`src/rtl/branch_resolve_ctrl.sv`:
```
// branch_resolve_ctrl
//   Sequences branch-prediction recovery for the 5-stage MIPS pipeline.
//   Every fetched beq/bne is queued with its predicted direction and the PC
//   that applies if that prediction is wrong. EX resolves the oldest entry.
//   A mispredict strobes the predictor, redirects the PC, clears the queue
//   (all younger entries are wrong-path) and holds flush for FLUSH_CYC
//   non-stall cycles.
//
// Ports
//   clk, rst_n      clock; synchronous active-low reset
//   stall           freezes all state; strobes drop to 0
//   pred_valid      branch fetched this cycle
//   pred_taken      predictor outcome for that branch
//   pred_alt_pc     PC to use if the prediction turns out wrong
//   res_valid       EX resolves the oldest outstanding branch
//   res_taken       actual outcome
//   fetch_hold      IF must not present new branches (full or flushing)
//   q_count         outstanding entries
//   pre_wrong       1-cycle mispredict strobe to the predictor
//   redirect_valid  1-cycle PC redirect strobe
//   redirect_pc     redirect target, valid with redirect_valid
//   flush           squash IF/ID and ID/EX
//   br_count        resolved branches (saturating)
//   miss_count      mispredicts (saturating)
//   err             sticky protocol error (push while full, resolve while empty)
module branch_resolve_ctrl #(
  parameter int DEPTH     = 4,
  parameter int PC_W      = 32,
  parameter int FLUSH_CYC = 2,
  parameter int CNT_W     = 16
) (
  input  logic                     clk,
  input  logic                     rst_n,
  input  logic                     stall,
  input  logic                     pred_valid,
  input  logic                     pred_taken,
  input  logic [PC_W-1:0]          pred_alt_pc,
  input  logic                     res_valid,
  input  logic                     res_taken,
  output logic                     fetch_hold,
  output logic [$clog2(DEPTH):0]   q_count,
  output logic                     pre_wrong,
  output logic                     redirect_valid,
  output logic [PC_W-1:0]          redirect_pc,
  output logic                     flush,
  output logic [CNT_W-1:0]         br_count,
  output logic [CNT_W-1:0]         miss_count,
  output logic                     err
);

  localparam int AW   = $clog2(DEPTH);
  localparam int QW   = AW + 1;
  localparam int FC_W = (FLUSH_CYC > 1) ? $clog2(FLUSH_CYC) : 1;

  typedef enum logic {S_RUN, S_FLUSH} state_t;

  state_t          state, state_next;
  logic [FC_W-1:0] fcnt, fcnt_next;
  logic            flush_next;

  logic [PC_W:0]   mem [DEPTH];
  logic [AW-1:0]   rd_ptr, wr_ptr;
  logic [QW-1:0]   count;

  logic            run_act, pop, mispredict, good_pop, full;
  logic            push_req, push, push_err, empty_err;
  logic            head_taken;
  logic [PC_W-1:0] head_alt;

  function automatic logic [CNT_W-1:0] sat_inc(input logic [CNT_W-1:0] v);
    return (&v) ? v : v + CNT_W'(1);
  endfunction

  assign head_taken = mem[rd_ptr][PC_W];
  assign head_alt   = mem[rd_ptr][PC_W-1:0];
  assign full       = (count == QW'(DEPTH));

  // Inputs only act in RUN and outside stall; in FLUSH they are wrong-path.
  assign run_act    = (state == S_RUN) && !stall;
  assign pop        = run_act && res_valid && (count != '0);
  assign mispredict = pop && (res_taken != head_taken);
  assign good_pop   = pop && !mispredict;
  assign push_req   = run_act && pred_valid;
  // A full queue still accepts a push when a correct pop frees the head slot.
  assign push       = push_req && !mispredict && (!full || good_pop);
  assign push_err   = push_req && full && !good_pop;
  assign empty_err  = run_act && res_valid && (count == '0);

  assign fetch_hold = full | (state == S_FLUSH);
  assign q_count    = count;

  // fcnt counts the remaining flush cycles after the current one.
  always_comb begin
    state_next = state;
    fcnt_next  = fcnt;
    flush_next = flush;
    if (!stall) begin
      case (state)
        S_RUN: begin
          if (mispredict) begin
            state_next = S_FLUSH;
            fcnt_next  = FC_W'(FLUSH_CYC - 1);
            flush_next = 1'b1;
          end
        end
        S_FLUSH: begin
          if (fcnt == '0) begin
            state_next = S_RUN;
            flush_next = 1'b0;
          end else begin
            fcnt_next = fcnt - FC_W'(1);
          end
        end
        default: state_next = S_RUN;
      endcase
    end
  end

  always_ff @(posedge clk) begin
    if (!rst_n) begin
      state          <= S_RUN;
      fcnt           <= '0;
      flush          <= 1'b0;
      pre_wrong      <= 1'b0;
      redirect_valid <= 1'b0;
      redirect_pc    <= '0;
      rd_ptr         <= '0;
      wr_ptr         <= '0;
      count          <= '0;
      br_count       <= '0;
      miss_count     <= '0;
      err            <= 1'b0;
    end else begin
      state          <= state_next;
      fcnt           <= fcnt_next;
      flush          <= flush_next;
      pre_wrong      <= mispredict;
      redirect_valid <= mispredict;
      if (mispredict) begin
        redirect_pc <= head_alt;
        miss_count  <= sat_inc(miss_count);
        rd_ptr      <= '0;
        wr_ptr      <= '0;
        count       <= '0;
      end else begin
        if (push)     wr_ptr <= wr_ptr + AW'(1);
        if (good_pop) rd_ptr <= rd_ptr + AW'(1);
        if (push && !good_pop)      count <= count + QW'(1);
        else if (!push && good_pop) count <= count - QW'(1);
      end
      if (pop)                   br_count <= sat_inc(br_count);
      if (push_err || empty_err) err      <= 1'b1;
    end
  end

  // Queue storage carries data only and needs no reset.
  always_ff @(posedge clk) begin
    if (push) mem[wr_ptr] <= {pred_taken, pred_alt_pc};
  end

endmodule

```
`config.mk`:
```
export PLATFORM = sky130hd
export DESIGN_NAME = branch_resolve_ctrl
export DESIGN_NICKNAME = d
export VERILOG_FILES = /design/src/rtl/branch_resolve_ctrl.sv
export SDC_FILE = /design/constraint.sdc
export NUM_CORES = 1
export LEC_CHECK = 0
export BUFFER_PORTS_ARGS = -buffer_cell sky130_fd_sc_hd__buf_2
export CELL_PAD_IN_SITES_DETAIL_PLACEMENT = 0
export CELL_PAD_IN_SITES_GLOBAL_PLACEMENT = 2
export CORE_MARGIN = 1
export CORE_UTILIZATION = 25
export DETAILED_ROUTE_END_ITERATION = 10
export GPL_ROUTABILITY_DRIVEN = 0
export HOLD_SLACK_MARGIN = 0.1
export PLACE_DENSITY_LB_ADDON = 0.25
export RECOVER_POWER = 100
export SLEW_MARGIN = 20
export SYNTH_ARGS = -nofsm -noshare
export SYNTH_HDL_FRONTEND = slang
export SYNTH_SLANG_ARGS = --single-unit
```
`constraint.sdc`:
```
create_clock -name clk -period 5.3 [get_ports clk]
set_clock_uncertainty 0.2 [all_clocks]
set_input_delay 1.06 -clock clk [delete_from_list [all_inputs] [get_ports clk]]
set_output_delay 1.06 -clock clk [all_outputs]
set_load 0.05 [all_outputs]
```
# == After elaboration in Yosys (flattened, before gate mapping) ==
# Memory sizes are Yosys's and may differ from the RTL's. A register that Yosys moved wholly into a read port is not among the register bits.
# Cells that the tools add are included.
# op_classes
add_sub_neg,7
eq_ne,4
mux,14
n_bitwise,6
reduce_logical,30
# ops
op,count
$add 16x1->16 const B,2
$reduce_and 16->1,2
$logic_and 1x1->1,13
$mux 1,7
$mux 3,2
$pmux 1 s2,3
$reduce_and 2->1,3
$logic_not 1->1,5
$not 1->1,5
$add 2x1->2 const B,2
$mux 2,2
$ne 2x2->1 const B,2
$add 3x1->3 const B,1
$eq 3x3->1 const B,1
$logic_not 3->1,1
$reduce_and 3->1,1
$reduce_bool 3->1,1
$sub 3x1->3 const B,1
$logic_or 1x1->1,2
$reduce_bool 2->1,1
$reduce_or 2->1,1
$ne 1x1->1,1
$or 1x1->1,1
$sub 1x1->1 const B,1
# word_totals
reg_bits,76
ram_bits,132
out_inout_bits,72
wordCells,73
mem_count,1
# memory_table
name,depth,word_bits,rd,rd_clocked_by_memory_dff,wr,line,text
mem,4,33,1,1,1,61,logic [PC_W:0] mem [DEPTH];

# == Logic depth before layout (Yosys ltp) ==
# logic_depth
depth_word,13
mapped_depth,15

# == Worst setup path before layout ==
# Ideal clock, no wire load.
# synth_path
path_kind,input to register
startpoint,input res_taken
endpoint,"memory mem[0][0] in the netlist's numbering, enable pin"
setup_time_ns,0.423
arrival_time_ns,3.247
required_ns,4.677
setup_slack_ns,1.430
stages,6
n_path_buf,2
cell_sequence,xnor2_1 -> buf_2 -> nand2b_1 -> buf_4 -> nand3_1 -> nor2_1
# synth_via
elab_chain_len,8
word_cells_on_any_way,9
cone_classes,eq/ne (1); mux (2); reduce/logical (6)
# synth_rtl
element,line,text
start: declaration,39,"input logic res_taken,"
$ne 1x1->1 (*),81,assign mispredict = pop && (res_taken != head_taken);
$logic_and 1x1->1 (*),81,
$logic_not 1->1 (*),"82, 85",
$logic_and 1x1->1,82,assign good_pop = pop && !mispredict;
$logic_or 1x1->1,85,assign push = push_req && !mispredict && (!full || good_pop);
$logic_and 1x1->1 (*),85,
$mux 1 (*),158,"if (push) mem[wr_ptr] <= {pred_taken, pred_alt_pc};"
$mux 1 (implied by the code) (*),158,
end: declaration,61,
# Every way passes the cells marked *; elsewhere a longest branch is shown, timed or not.

==> results list <==
- Number of enable flip-flop cells after synthesis: 132
* Startpoint kind of the worst setup timing path: register
- Final Max Slew Viols: 37
* Number of antenna violations at the first check in global routing: 2
- The first detailed-routing pass ran for 6 iterations.
- STA classifies the critical path endpoint as a register.
* Post-cts gate resize count: 0
- Data arrival time of the critical path: 4.25 ns
- The cell that appears most often on the critical path is buf_4.
- Power Dens Cells: 391 nW/um^2
* Max_cap viols: 2
- In this run the static leakage power is 3.16 nW.
* Failing checks: capacitance limit, slew limit
* Highest clock frequency the design can meet: 0.248 GHz
- Ratio of final minimum period to clock period: 0.761
- For the pin with the worst max-slew slack, the measured transition is 1.82 ns.
- By area the synthesized netlist is led by edfxtp_1 (48%), dfxtp_1 (19%), mux4_2 (9.0%), nand2_1 (4.0%), a21boi_0 (3.5%).
- Total congestion overflow: 0
* First DRT Iteration DRCs: 326
- Total Routing Usage GR: 0.111
- Routed vias/inst: ~4.3
- Global-route wire length before repair: roughly 29 mm
- Seq/Total Area, Yosys: 0.669
* Peak supply drop: 0.202 mV
* Most common cell after layout, fill and taps aside: edfxtp_1
* Relative area change from synthesis to final layout: 20.4%
* Synthesized instance count: 574
- TritonCTS built the clock tree.
* Port buffer count: between 100 and 150
- In the synthesized netlist the async set-or-reset flop fraction comes to 0.
- Die footprint: 33700 sq um
- Hold buffer count at CTS: 0
- Clock latency on the worst-skew pair, taken at its later pin, is ~0.52 ns.
- Distinct cells, synth: 47
- After layout, the design draws a total of 3.88 mW.
- CP Cell Sequence: buf_4 -> mux4_2 -> xnor2_1 -> buf_4 -> nand2b_2 -> clkbuf_1 -> nand2_1 -> nor2_1
- For this configuration, the core starts out at a cell density of 0.254.
- Via count of the first global-routing pass: 5145
- Setup slack on the worst reg-to-reg path comes out at between 1 and 1.5 ns.
- CTS built an H-tree with a depth of 1.
- Combined flip-flop and latch cell area: 5530 sq um
- Data on the critical path is required at its endpoint by 5.52 ns.
- After legalization and detailed placement, the total HPWL measured 12.0 mm.
* Boundary Pins: 111
- In this run the horizontal extent of the chip is 184 um.
* Fin. Hold Viols: 0
* Leading cell types in the layout, fill and taps excluded: edfxtp_1 (132), clkbuf_1 (114), nand2_1 (89)
- Type of the tightest min-delay check: register to register
- Entering global routing, the biggest net connects 68 pins.
- Number of setup buffers added after CTS: 0
- Residual DRC: 0
- Setup repair after global routing missed its margin: no
* Proportion of netlist area held by the largest area contributor: 0.480
* Relative slew margins: -0.212
- The final layout contains routed wiring with a total length of about 19 mm.
- The root buffer cell chosen for the clock tree is clkbuf_16.
- Adding up every negative setup slack in the final design gives 0 ns.
* Largest stage delay on the critical path: around 1.3 ns
- After synthesis, the mean cell area works out to 14.4 sq um.
- Yosys printed 0 warnings.
- The worst path in the final design needs a cycle of 4.03 ns, including I/O delays and setup.
- Clock slew at the register clock pins of the worst setup and hold paths: 0.06 ns
- Once layout is complete, the utilization of the core stands at 0.305.
- In this run the cell area of the synthesized design comes to about 8300 sq um.
- The count of nets left with antenna violations once routing finished came out at 0.
- Standard-cell row count: between 60 and 70
- Critical setup path kind: register to register
- Measured along the y axis, the die boundary spans 184 um.
* Number of buffers inserted during clock tree synthesis: 24
- Among all stages on the critical path, the largest delay is contributed by clkbuf_1.
* Setup-failing EPs final: 0
* Routed wire length per instance: between 15 and 20 um
- Synth Flop Type: edfxtp_1
- The tree built by TritonCTS fans out to 210 sinks.
* Area of the multi-input gates: 2560 sq um
* Run status: complete, but fails checks
- FILL cells: 3340
- The number of nets handed over by synthesis was ~620.
- DR vias: 5013
- After synthesis the netlist holds a flip-flop and latch count of 210.
- The floorplan step defined a core boundary enclosing 32500 sq um.
* Max FO, Critical Path: 36
- Maximum clock path buffer count: 3
* Share of layout cells above drive strength 1: 0.118
- At the end of the flow, the number of nets in the layout was 739.
* Largest area contributor in the netlist: edfxtp_1
## per-layer routing
metal | vias to the layer above | GRT usage | wire length (um)
met4 | 2 | 0.0307 | 400
li1 | 2375 | - | -
met5 | - | 0 | 12
met2 | 124 | 0.187 | 8950
met3 | 29 | 0.0254 | 1030
met1 | 2483 | 0.142 | 8430
## critical path: cells and delay by family, from the launching register on
kind / cells / cell delay [ns]
simple gates: 3 / 0.93
mux: 1 / 0.41
xor+xnor: 1 / 0.15
flops: 1 / 0.30
buf+inv: 3 / 1.95
## cells by family (layout without fill, tap and decap cells)
group | Yosys count | in the layout | share of synthesized area
multiplexers | 42 | 42 | 0.101
AO/OA/AOI/OAI | 62 | 62 | 0.0564
AND/OR/NAND/NOR | 189 | 189 | 0.116
flip-flops | 210 | 210 | 0.669
adder cells (fa/ha/maj) | 8 | 8 | 0.0130
buffers and inverters | 40 | 176 | 0.0203
other | 0 | 1 | 0
XOR/XNOR | 23 | 23 | 0.0244
## layout make-up
cell class | instances | share of cell area
antenna | 1 | 0.000252
clock buffer | 32 | 0.0655
clock inverter | 12 | 0.00642
inverter | 13 | 0.00491
multi-input combinational | 324 | 0.258
sequential | 210 | 0.556
tap | 442 | 0.0557
timing repair buffer | 119 | 0.0534
## state kept, by name, indices dropped and copies added, names as in the netlist, named ones only
register        count
q_count             3
redirect_valid      1
rd_ptr              2
flush               1
br_count           16
state               1
miss_count         16
fcnt                1
err                 1
redirect_pc        32
mem               132
wr_ptr              2
## power breakdown
part / internal [mW] / switching, mW
Combinational: 0.163 / 0.349
Clock: 0.859 / 0.632
Sequential: 1.83 / 0.0449
## synthesized netlist by cell type, types with 2 or more instances
cell       instances
inv_1             13
nor2_1            15
o21ai_0            4
nor3_1             2
mux2i_1            9
xnor2_1            9
o31a_1             2
nand2b_1           7
or4_1              3
and4_1             5
ha_1               7
or3_1              3
nand2_1           89
a21boi_0          38
xor2_1            14
a21boi_1           2
buf_2              5
or2_2              2
o41ai_1            2
dfxtp_1           78
o21a_1             2
nand3_1           15
and3_1             2
nor3b_1            4
a21oi_1            2
nor2b_1            3
nor4_1             9
edfxtp_1         132
nand4_1            8
buf_4              3
clkbuf_1          18
mux4_2            33
and2_1            18
o31ai_1            2
a2111oi_0          2
## metrics by stage
step           hold slack (ns)  instance area [sq um]  setup WS [ns]  std cells
2_1_floorplan            0.267                   8250           1.43        574
3_3_place_gp             0.253                   9320           1.30       1104
3_5_place_dp             0.260                   9350           1.21       1105
4_1_cts                  0.269                  10100           1.55       1149
5_1_grt                  0.284                   9930          0.766       1152
6_report                 0.266                   9930           1.27       1153
## final timing paths
kind | start | end | cells after the start
worst min-delay path | redirect_pc[3] | redirect_pc[3] | 2
worst max register to register | register | register | 8
worst min register to register | redirect_pc[3] | redirect_pc[3] | 2
worst max-delay path | register | register | 8
No activity file was read; power rests on OpenSTA's default activity.
